File: src/rtl/imem_loader_pkg.sv
// Shared definitions for the instruction-memory loader.
//   state_t        : loader FSM state encoding (7 states, 3 bits)
//   HDR_BYTES      : length header size in bytes (big-endian word count)
//   BYTES_PER_WORD : bytes assembled into one 32-bit instruction word
package imem_loader_pkg;

  typedef enum logic [2:0] {
    S_IDLE   = 3'd0,
    S_HDR_HI = 3'd1,
    S_HDR_LO = 3'd2,
    S_DATA   = 3'd3,
    S_FLUSH  = 3'd4,
    S_DONE   = 3'd5,
    S_ERR    = 3'd6
  } state_t;

  localparam int HDR_BYTES      = 2;
  localparam int BYTES_PER_WORD = 4;

endpackage

File: src/rtl/imem_loader_byte_packer.sv
// Big-endian byte-to-word packer.
// The first three bytes of a word are held in a shift register.
// The fourth byte is merged combinationally, so word/word_valid appear in
// the same cycle that byte is accepted. The loader registers them on that
// edge, which gives a write exactly one cycle after the 4th byte.
//   clk, rst   : clock, synchronous active-high reset
//   clear      : drop any partial word (new load)
//   byte_en    : byte_data is accepted this cycle
//   byte_data  : stream byte
//   word       : assembled word, first byte in [31:24]
//   word_valid : byte_en on the last byte of a word
module byte_packer
  import imem_loader_pkg::*;
(
  input  logic        clk,
  input  logic        rst,
  input  logic        clear,
  input  logic        byte_en,
  input  logic [7:0]  byte_data,
  output logic [31:0] word,
  output logic        word_valid
);

  localparam int CW = $clog2(BYTES_PER_WORD);

  logic [23:0]   sr;
  logic [CW-1:0] cnt;

  always_ff @(posedge clk) begin
    if (rst || clear) begin
      sr  <= '0;
      cnt <= '0;
    end else if (byte_en) begin
      sr  <= {sr[15:0], byte_data};
      cnt <= cnt + 1'b1;
    end
  end

  assign word       = {sr, byte_data};
  assign word_valid = byte_en && (cnt == CW'(BYTES_PER_WORD - 1));

endmodule

File: src/rtl/imem_loader.sv
// Byte-stream instruction memory loader.
// Receives a big-endian word count, then that many big-endian 32-bit words.
// Each word is written to consecutive imem addresses from 0. The CPU is
// held until the load completes.
//
//   state    | meaning
//   IDLE     | after reset, waiting for start
//   HDR_HI   | accepting length byte N[15:8]
//   HDR_LO   | accepting length byte N[7:0], range check
//   DATA     | accepting program bytes, writing words
//   FLUSH    | last write in flight, stream closed
//   DONE     | load complete, CPU released
//   ERR      | length exceeded DEPTH, CPU held
//
// Ports:
//   clk, rst              : clock, synchronous active-high reset
//   start                 : begin a load (honoured in IDLE/DONE/ERR)
//   in_data/in_valid      : byte stream in
//   in_ready              : byte accepted when in_valid && in_ready
//   imem_we/addr/wdata    : instruction memory write port
//   cpu_hold              : pipeline hold, low only in DONE
//   done, error           : status levels
//   words_loaded          : words written during the current load
module imem_loader
  import imem_loader_pkg::*;
#(
  parameter int DEPTH = 256,
  parameter int AW    = 8
) (
  input  logic          clk,
  input  logic          rst,
  input  logic          start,
  input  logic [7:0]    in_data,
  input  logic          in_valid,
  output logic          in_ready,
  output logic          imem_we,
  output logic [AW-1:0] imem_addr,
  output logic [31:0]   imem_wdata,
  output logic          cpu_hold,
  output logic          done,
  output logic          error,
  output logic [15:0]   words_loaded
);

  state_t                   state;
  logic [7:0]               hdr_hi;
  logic [8*HDR_BYTES-1:0]   n_words;
  logic [8*HDR_BYTES-1:0]   hdr_len;
  logic                     accept;
  logic                     can_start;
  logic [31:0]              pk_word;
  logic                     pk_valid;

  assign accept    = in_valid && in_ready;
  assign hdr_len   = {hdr_hi, in_data};
  assign can_start = (state == S_IDLE) || (state == S_DONE) || (state == S_ERR);

  byte_packer u_packer (
    .clk        (clk),
    .rst        (rst),
    .clear      (start && can_start),
    .byte_en    (accept && (state == S_DATA)),
    .byte_data  (in_data),
    .word       (pk_word),
    .word_valid (pk_valid)
  );

  always_ff @(posedge clk) begin
    if (rst) begin
      state        <= S_IDLE;
      in_ready     <= 1'b0;
      imem_we      <= 1'b0;
      imem_addr    <= '0;
      imem_wdata   <= '0;
      cpu_hold     <= 1'b1;
      done         <= 1'b0;
      error        <= 1'b0;
      words_loaded <= '0;
      hdr_hi       <= '0;
      n_words      <= '0;
    end else begin
      imem_we <= 1'b0;
      case (state)
        S_IDLE, S_DONE, S_ERR: begin
          if (start) begin
            state        <= S_HDR_HI;
            in_ready     <= 1'b1;
            cpu_hold     <= 1'b1;
            done         <= 1'b0;
            error        <= 1'b0;
            words_loaded <= '0;
          end
        end
        S_HDR_HI: begin
          if (accept) begin
            hdr_hi <= in_data;
            state  <= S_HDR_LO;
          end
        end
        S_HDR_LO: begin
          if (accept) begin
            n_words <= hdr_len;
            if (hdr_len == '0) begin
              state    <= S_DONE;
              in_ready <= 1'b0;
              done     <= 1'b1;
              cpu_hold <= 1'b0;
            end else if (32'(hdr_len) > DEPTH) begin
              state    <= S_ERR;
              in_ready <= 1'b0;
              error    <= 1'b1;
            end else begin
              state <= S_DATA;
            end
          end
        end
        S_DATA: begin
          // in_ready stays high through a write so words stream back to back.
          if (pk_valid) begin
            imem_we      <= 1'b1;
            imem_addr    <= words_loaded[AW-1:0];
            imem_wdata   <= pk_word;
            words_loaded <= words_loaded + 16'd1;
            if (words_loaded == n_words - 16'd1) begin
              state    <= S_FLUSH;
              in_ready <= 1'b0;
            end
          end
        end
        S_FLUSH: begin
          state    <= S_DONE;
          done     <= 1'b1;
          cpu_hold <= 1'b0;
        end
        default: begin
          state    <= S_IDLE;
          in_ready <= 1'b0;
        end
      endcase
    end
  end

endmodule

File: config.mk
export PLATFORM = sky130hd
export DESIGN_NAME = imem_loader
export DESIGN_NICKNAME = d
export VERILOG_FILES = /design/src/rtl/imem_loader_pkg.sv /design/src/rtl/imem_loader_byte_packer.sv /design/src/rtl/imem_loader.sv
export SDC_FILE = /design/constraint.sdc
export NUM_CORES = 1
export LEC_CHECK = 0
export ABC_CLOCK_PERIOD_IN_PS = 6700
export BUFFER_PORTS_ARGS = -buffer_cell sky130_fd_sc_hd__buf_2
export CORE_MARGIN = 2
export CORE_UTILIZATION = 49
export DETAILED_ROUTE_END_ITERATION = 8
export PLACE_DENSITY_LB_ADDON = 0.3
export SLEW_MARGIN = 40
export SYNTH_ARGS = -nofsm -noshare
export SYNTH_HDL_FRONTEND = slang
export SYNTH_SLANG_ARGS = --single-unit
export TNS_END_PERCENT = 1
File: constraint.sdc
create_clock -name clk -period 6.7 [get_ports clk]
set_input_delay 0.335 -clock clk [delete_from_list [all_inputs] [get_ports clk]]
set_output_delay 0.335 -clock clk [all_outputs]
set_load 0.01 [all_outputs]
**After elaboration in Yosys (flattened, before gate mapping)**

Index checks and enable logic that the tools add are counted.

- Output and inout bits: 61
- Input port bits: 12
- Bits in read-only memories: 0
- Memories: 0
- Memory bits (writable): 0
- Latch bits: 0
- Logic and storage cells: 89
- Flip-flop bits (word level): 114

- Reductions and logical operators: 23
- Order comparisons: 1
- Add/subtract/negate cells: 3
- Shift-type cells: 0
- Multiply operators: 0
- Mux-type cells: 30
- Div/mod/pow operators: 0
- Bitwise logic cells: 2
- Equality and inequality tests: 17

Operators with widths:

| kind | count |
|---|---|
| $mux 16 | 2 |
| $pmux 16 s2 | 1 |
| $mux 3 | 7 |
| $add 16x1->16 const B | 1 |
| $eq 16x16->1 | 1 |
| $gt 16x9->1 const B | 1 |
| $logic_not 16->1 | 1 |
| $sub 16x1->16 const B | 1 |
| $mux 1 | 15 |
| $pmux 3 s5 | 1 |
| $ne 2x2->1 const B | 7 |
| $reduce_and 5->1 | 2 |
| $eq 3x3->1 const B | 3 |
| $eq 3x2->1 const B | 2 |
| $pmux 1 s3 | 2 |
| $reduce_and 2->1 | 3 |
| $reduce_and 6->1 | 1 |
| $logic_and 1x1->1 | 4 |
| $pmux 1 s4 | 1 |
| $reduce_and 4->1 | 1 |
| $reduce_bool 2->1 | 2 |
| $reduce_or 2->1 | 2 |
| $eq 3x1->1 const B | 1 |
| $logic_not 3->1 | 1 |
| 10 further kinds | 13 |

**Longest topological paths before layout**

- Depth in word-level cells: 5
- Mapped depth: 9
- Depth with buffers taken out: 9

**Cells and area by module**

From an unflattened synthesis, not the netlist that was laid out.

- Cells, all modules: 639
- Area, all modules: 5278.8 sq um

Modules (own cells, without submodules):

| module | sequential area each (sq um) | instances | area each (sq um) | cells each |
|---|---|---|---|---|
| imem_loader | 1761.7 | 1 | 4239.1 | 544 |
| byte_packer | 520.5 | 1 | 1039.7 | 95 |

**Least setup slack after synthesis**

Ideal clock, no wire load.

- Path type: reg2reg
- Start point: register n_words[0]
- End point: register state[2]
- Data arrival time: 2.121 ns
- Stages on the path, launching flop included: 10
- Data required time: 6.631 ns
- Buffers on the path: 0
- Period minus slack after synthesis: 2.190 ns
- Setup slack: 4.510 ns
- Library setup time: 0.069 ns
- Cells stage by stage: dfxtp_1 inv_1 ha_1 nor2b_1 and3_2 xnor2_1 a211oi_2 o21ai_1 or4_1 o21ai_1

- Cells in the longest elaborated chain, start to end: 4

RTL lines:

| element | line | source |
|---|---|---|
| from (decl) | imem_loader.sv:47 | `logic [8*HDR_BYTES-1:0] n_words;` |
| from (signal assigned) | imem_loader.sv:102 | `n_words <= hdr_len;` |
| $sub 16x1->16 | imem_loader.sv:124 | `if (words_loaded == n_words - 16'd1) begin` |
| $eq 16x16->1 | imem_loader.sv:124 |  |
| $ne 2x1->1 (no line) | n/a |  |
| $reduce_and 5->1 (no line) | n/a |  |
| to (signal assigned) | imem_loader.sv:125 | `state <= S_FLUSH;` |
| to (signal assigned) | imem_loader.sv:131 | `state <= S_DONE;` |
| to (signal assigned) | imem_loader.sv:136 | `state <= S_IDLE;` |
| to (decl) | imem_loader.sv:45 | `state_t state;` |

Every way passes these cells.
A chain may end at the register's enable or synchronous reset.

**Final worst setup path**

- Start point: register state[1]
- End point: register words_loaded[15]

- Cells in the longest elaborated chain, start to end: 5
- Elaborated cells on any way between the ends: 12
- Classes of those cells: 5 x eq/ne; 1 x mux; 6 x reduce/logical

RTL lines:

| element | line | source |
|---|---|---|
| from (signal assigned) | imem_loader.sv:70 | `state <= S_IDLE;` |
| from (signal assigned) | imem_loader.sv:86 | `state <= S_HDR_HI;` |
| from (signal assigned) | imem_loader.sv:97 | `state <= S_HDR_LO;` |
| $eq 3x2->1 | imem_loader.sv:62, imem_loader.sv:83 |  |
| $logic_and 1x1->1 | imem_loader.sv:62 | `.byte_en (accept && (state == S_DATA)),` |
| $logic_and 1x1->1 | imem_loader_byte_packer.sv:40 | `assign word_valid = byte_en && (cnt == CW'(BYTES_PER_WORD - 1));` |
| $ne 2x2->1 (no line) | n/a |  |
| $reduce_and 3->1 (no line) | n/a |  |
| to (signal assigned) | imem_loader.sv:123 | `words_loaded <= words_loaded + 16'd1;` |
| to (decl) | imem_loader.sv:42 | `output logic [15:0] words_loaded` |

Several ways; a longest one is shown, not always the timed one.

==> summary.md <==
| Metric | Value |
|---|---|
| Outcome | finished, final reports clean |
| CTS tree | yes |
| Worst-path clk slew | 0.06 ns |
| Htree depth | 4 |
| Vias | approximately 4.7k |
| IO buf count | 72 |
| Critical path, cell by cell | nor2b_1 -> nand4_1 -> buf_4 -> o21ai_2 -> nand3_2 -> nor4b_1 -> o21ai_1 |
| Largest net degree at the start of global routing | 72 |
| Post-CTS resize count | 0 |
| Critical Path Source Type | flop |
| Via density | 5.50 |
| Count of final hold-check violations | 0 |
| F_max | ~0.36 GHz |
| Final WL | 13000 µm |
| Main synth FF type | dfxtp_1 |
| RSZ-0062 raised after global routing | false |
| Minimum clock period | 2.77 ns |
| Synth Register Bits | between 100 and 150 |
| Place WS | 3.96 ns |
| Antenna Nets Post-Route | 0 |
| Top Ports | 73 |
| GRT Total Usage | about a quarter |
| Final Skew | 0.00791 ns |
| P_leak | ~2.3 nW |
| Setup bufs post-CTS | 0 |
| Grt ovf | 0 |
| Post-synth cell types | 60 |
| Diodes inserted | 0 |
| Synth area leader | dfxtp_1 |
| Final setup violation count | 0 |
| Setup crit end kind | flop |
| Post-CTS Hold Fix Bufs | 0 |
| Top cells by count, synth | nand2_1 (191), dfxtp_1 (114), a21oi_1 (93), nor2_1 (46), clkbuf_1 (30) |
| Initial Util | 49.7% |
| Yosys top cell area share | between 40% and 50% |
| CTS Buf Count | 17 |
| Synthesized area per cell | 7.82 µm² |
| Max incr delay on CP | 0.61 ns |
| Hpwl dp | 8880 µm |
| NumNets Final | between 700 and 800 |
| Die area | 0.0111 mm² |
| Max IR drop VDD | between 0.15 and 0.2 mV |
| Post-Syn Area | about 0.005 mm² |
| Hold Startpoint | in_data[2] |
| Starting DRC count in detailed routing | 365 |
| CP delay by family, top | simple AND/OR/NAND/NOR gates |
| Register area share after synthesis | 45.3% |
| Initial antenna violation count | 0 |
| Warnings from Yosys | 0 |
| Hold Path Depth | 3 |
| Cells after Synth | 644 |
| Fin worst setup slack | 3.93 ns |
| Startpoint of the worst register-to-register path | state[1]$_SDFFE_PP0P_ |
| P&R area growth vs syn | 20.1% |
| Worst reg-to-reg setup slack | 3.93 ns |
| RD Place Congestion | around 0.88 |
| Critical Path Slowest Stage Cell | dfxtp_1 |
| Global-route wire length before repair | ~22000 µm |
| Cell Pwr Density | slightly above 300 mW/mm² |
| Later-pin clock latency in the skew report | roughly 0.52 ns |
| Top cells by area, synth | dfxtp_1 (45%), nand2_1 (14%), a21oi_1 (9.2%), nor2_1 (3.4%), xor2_1 (3.3%) |
| Core ar. | 0.0101 mm² |
| Crit share post-route | 41.4% |
| Max_cap viols | 0 |
| Worst Hold Class | input port to flop |
| Final instance area | 0.00605 mm² |
| Reg-to-Reg End | words_loaded[15]$_SDFFE_PP0P_ |
| Bufs and invs on worst path | 1 |
| Least-Margin Pin Slew | 0.735 ns |
| Number of global-route vias before repair | 4544 |
| CP arrival | 3.17 ns |
| First-pass detailed-route iteration total | 7 |
| WHS Endpoint | u_packer.sr[2]$_SDFFE_PP0P_ |
| Critical path type | flop to flop |
| Die Span Y | 105 µm |
| Crit-path max FO | 42 |
| Worst EP required | between 7 and 8 ns |
| Slew Viols, Final | 0 |
| Worst reg-to-reg path cell count | 7 |
| Slew HR | 51.0% |
| Most frequent cell after synthesis | nand2_1 |
| Share of layout cells above drive strength 1 | 17.9% |
| Post-Route Setup TNS | 0 ns |
| Row Count | 37 |
| Post-layout power | 1.88 mW |
| Residual DRC | 0 |
| Clock sinks | 114 |
| Placed inst area | 0.00547 mm² |
| Root Buffer | clkbuf_8 |
| Net Count, Synth | 659 |
| Longest Clk Path Bufs | 2 |
| Number of synthesized flops with an enable pin | 0 |
| Avg WL per Cell | 15.2 µm |
| Die width | 105 µm |
| Async SR Flop Fraction | 0% |
-- placed cells by master (no fill, tap or decap), drive strengths merged, types with 2 or more instances in the layout --
cell type  count
nand2        191
dfxtp        114
a21oi         94
buf           77
nor2          46
xor2          19
clkbuf        18
nor4          16
xnor2         15
o21ai         14
nand3         13
inv           13
mux2i         11
nand4          6
nor3           6
nor2b          5
and2           4
clkinvlp       4
and3           4
clkinv         4
o211ai         3
ha             3
or4            2
a311oi         2
a22oi          2
or2            2
or3            2
o221ai         2
bufinv         2
a211oi         2
-- where the power goes --
| group | switching (mW) | total (mW) | internal, mW |
|---|---|---|---|
| Sequential | 0.0387 | 0.735 | 0.697 |
| Clock | 0.336 | 0.878 | 0.542 |
| Combinational | 0.169 | 0.264 | 0.0950 |
-- routing by layer --
layer	track usage [%]	vias to the layer above	part of all wire, %
met1	30.7	2224	44
met4	7.81	0	1.4
met2	39.4	155	48
met3	6.06	18	6.6
met5	0	-	0
li1	-	2286	-
-- registers in the layout, indices dropped and copies added, names as in the netlist --
register / flops
u_packer.cnt: 2
imem_wdata: 32
imem_we: 1
n_words: 16
done: 1
in_ready: 1
imem_addr: 8
cpu_hold: 1
hdr_hi: 8
error: 1
u_packer.sr: 24
state: 3
words_loaded: 16
-- layout make-up --
class                   instances  area (µm²)
clock buffers                  18         428
fillers                       918        4090
flip-flops and latches        114        2280
repair buffers                 77         398
clock inverters                14         153
multi-input cells             484        2580
inverters                       9        33.8
well taps                     136         170
-- worst min-delay path, delay by kind of cell --
family,cells,cell delay (ns)
buffers and inverters,1,0.14
AND/OR/NAND/NOR,1,0.06
AO/OA/AOI/OAI,1,0.05
-- logic make-up (layout without fill, tap and decap cells) --
logic type	after synthesis	count (layout)	synth area share, %
flops	114	114	45.3
fa+ha+maj	3	3	0.746
buf+inv	46	118	3.68
simple gates	304	304	27.1
mux	12	12	2.41
compound gates	131	131	14.8
xor+xnor	34	34	5.91
-- worst max path at each step --
stage / from / end / slack [ns] / depth (start not counted)
after CTS: state[1]$_SDFFE_PP0P_ / words_loaded[15]$_SDFFE_PP0P_ / 3.96 / 7
after global placement: state[1]$_SDFFE_PP0P_ / words_loaded[15]$_SDFFE_PP0P_ / 4.06 / 7
after floorplan: n_words[0]$_SDFFE_PP0P_ / state[2]$_SDFFE_PP0P_ / 4.51 / 9
after detailed placement: state[1]$_SDFFE_PP0P_ / words_loaded[14]$_SDFFE_PP0P_ / 3.96 / 7
after global routing: state[1]$_SDFFE_PP0P_ / words_loaded[15]$_SDFFE_PP0P_ / 3.70 / 8
final: state[1]$_SDFFE_PP0P_ / words_loaded[15]$_SDFFE_PP0P_ / 3.93 / 7
-- per-stage QoR --
stage | hold slack (ns) | instances | utilization [%]
3_5_place_dp | 0.447 | 820 | 53.9
3_3_place_gp | 0.443 | 820 | 53.8
6_report | 0.117 | 852 | 59.6
5_1_grt | 0.108 | 852 | 59.6
2_1_floorplan | 0.432 | 644 | -
4_1_cts | 0.103 | 852 | 59.6
(Power assumes the default switching activity.)
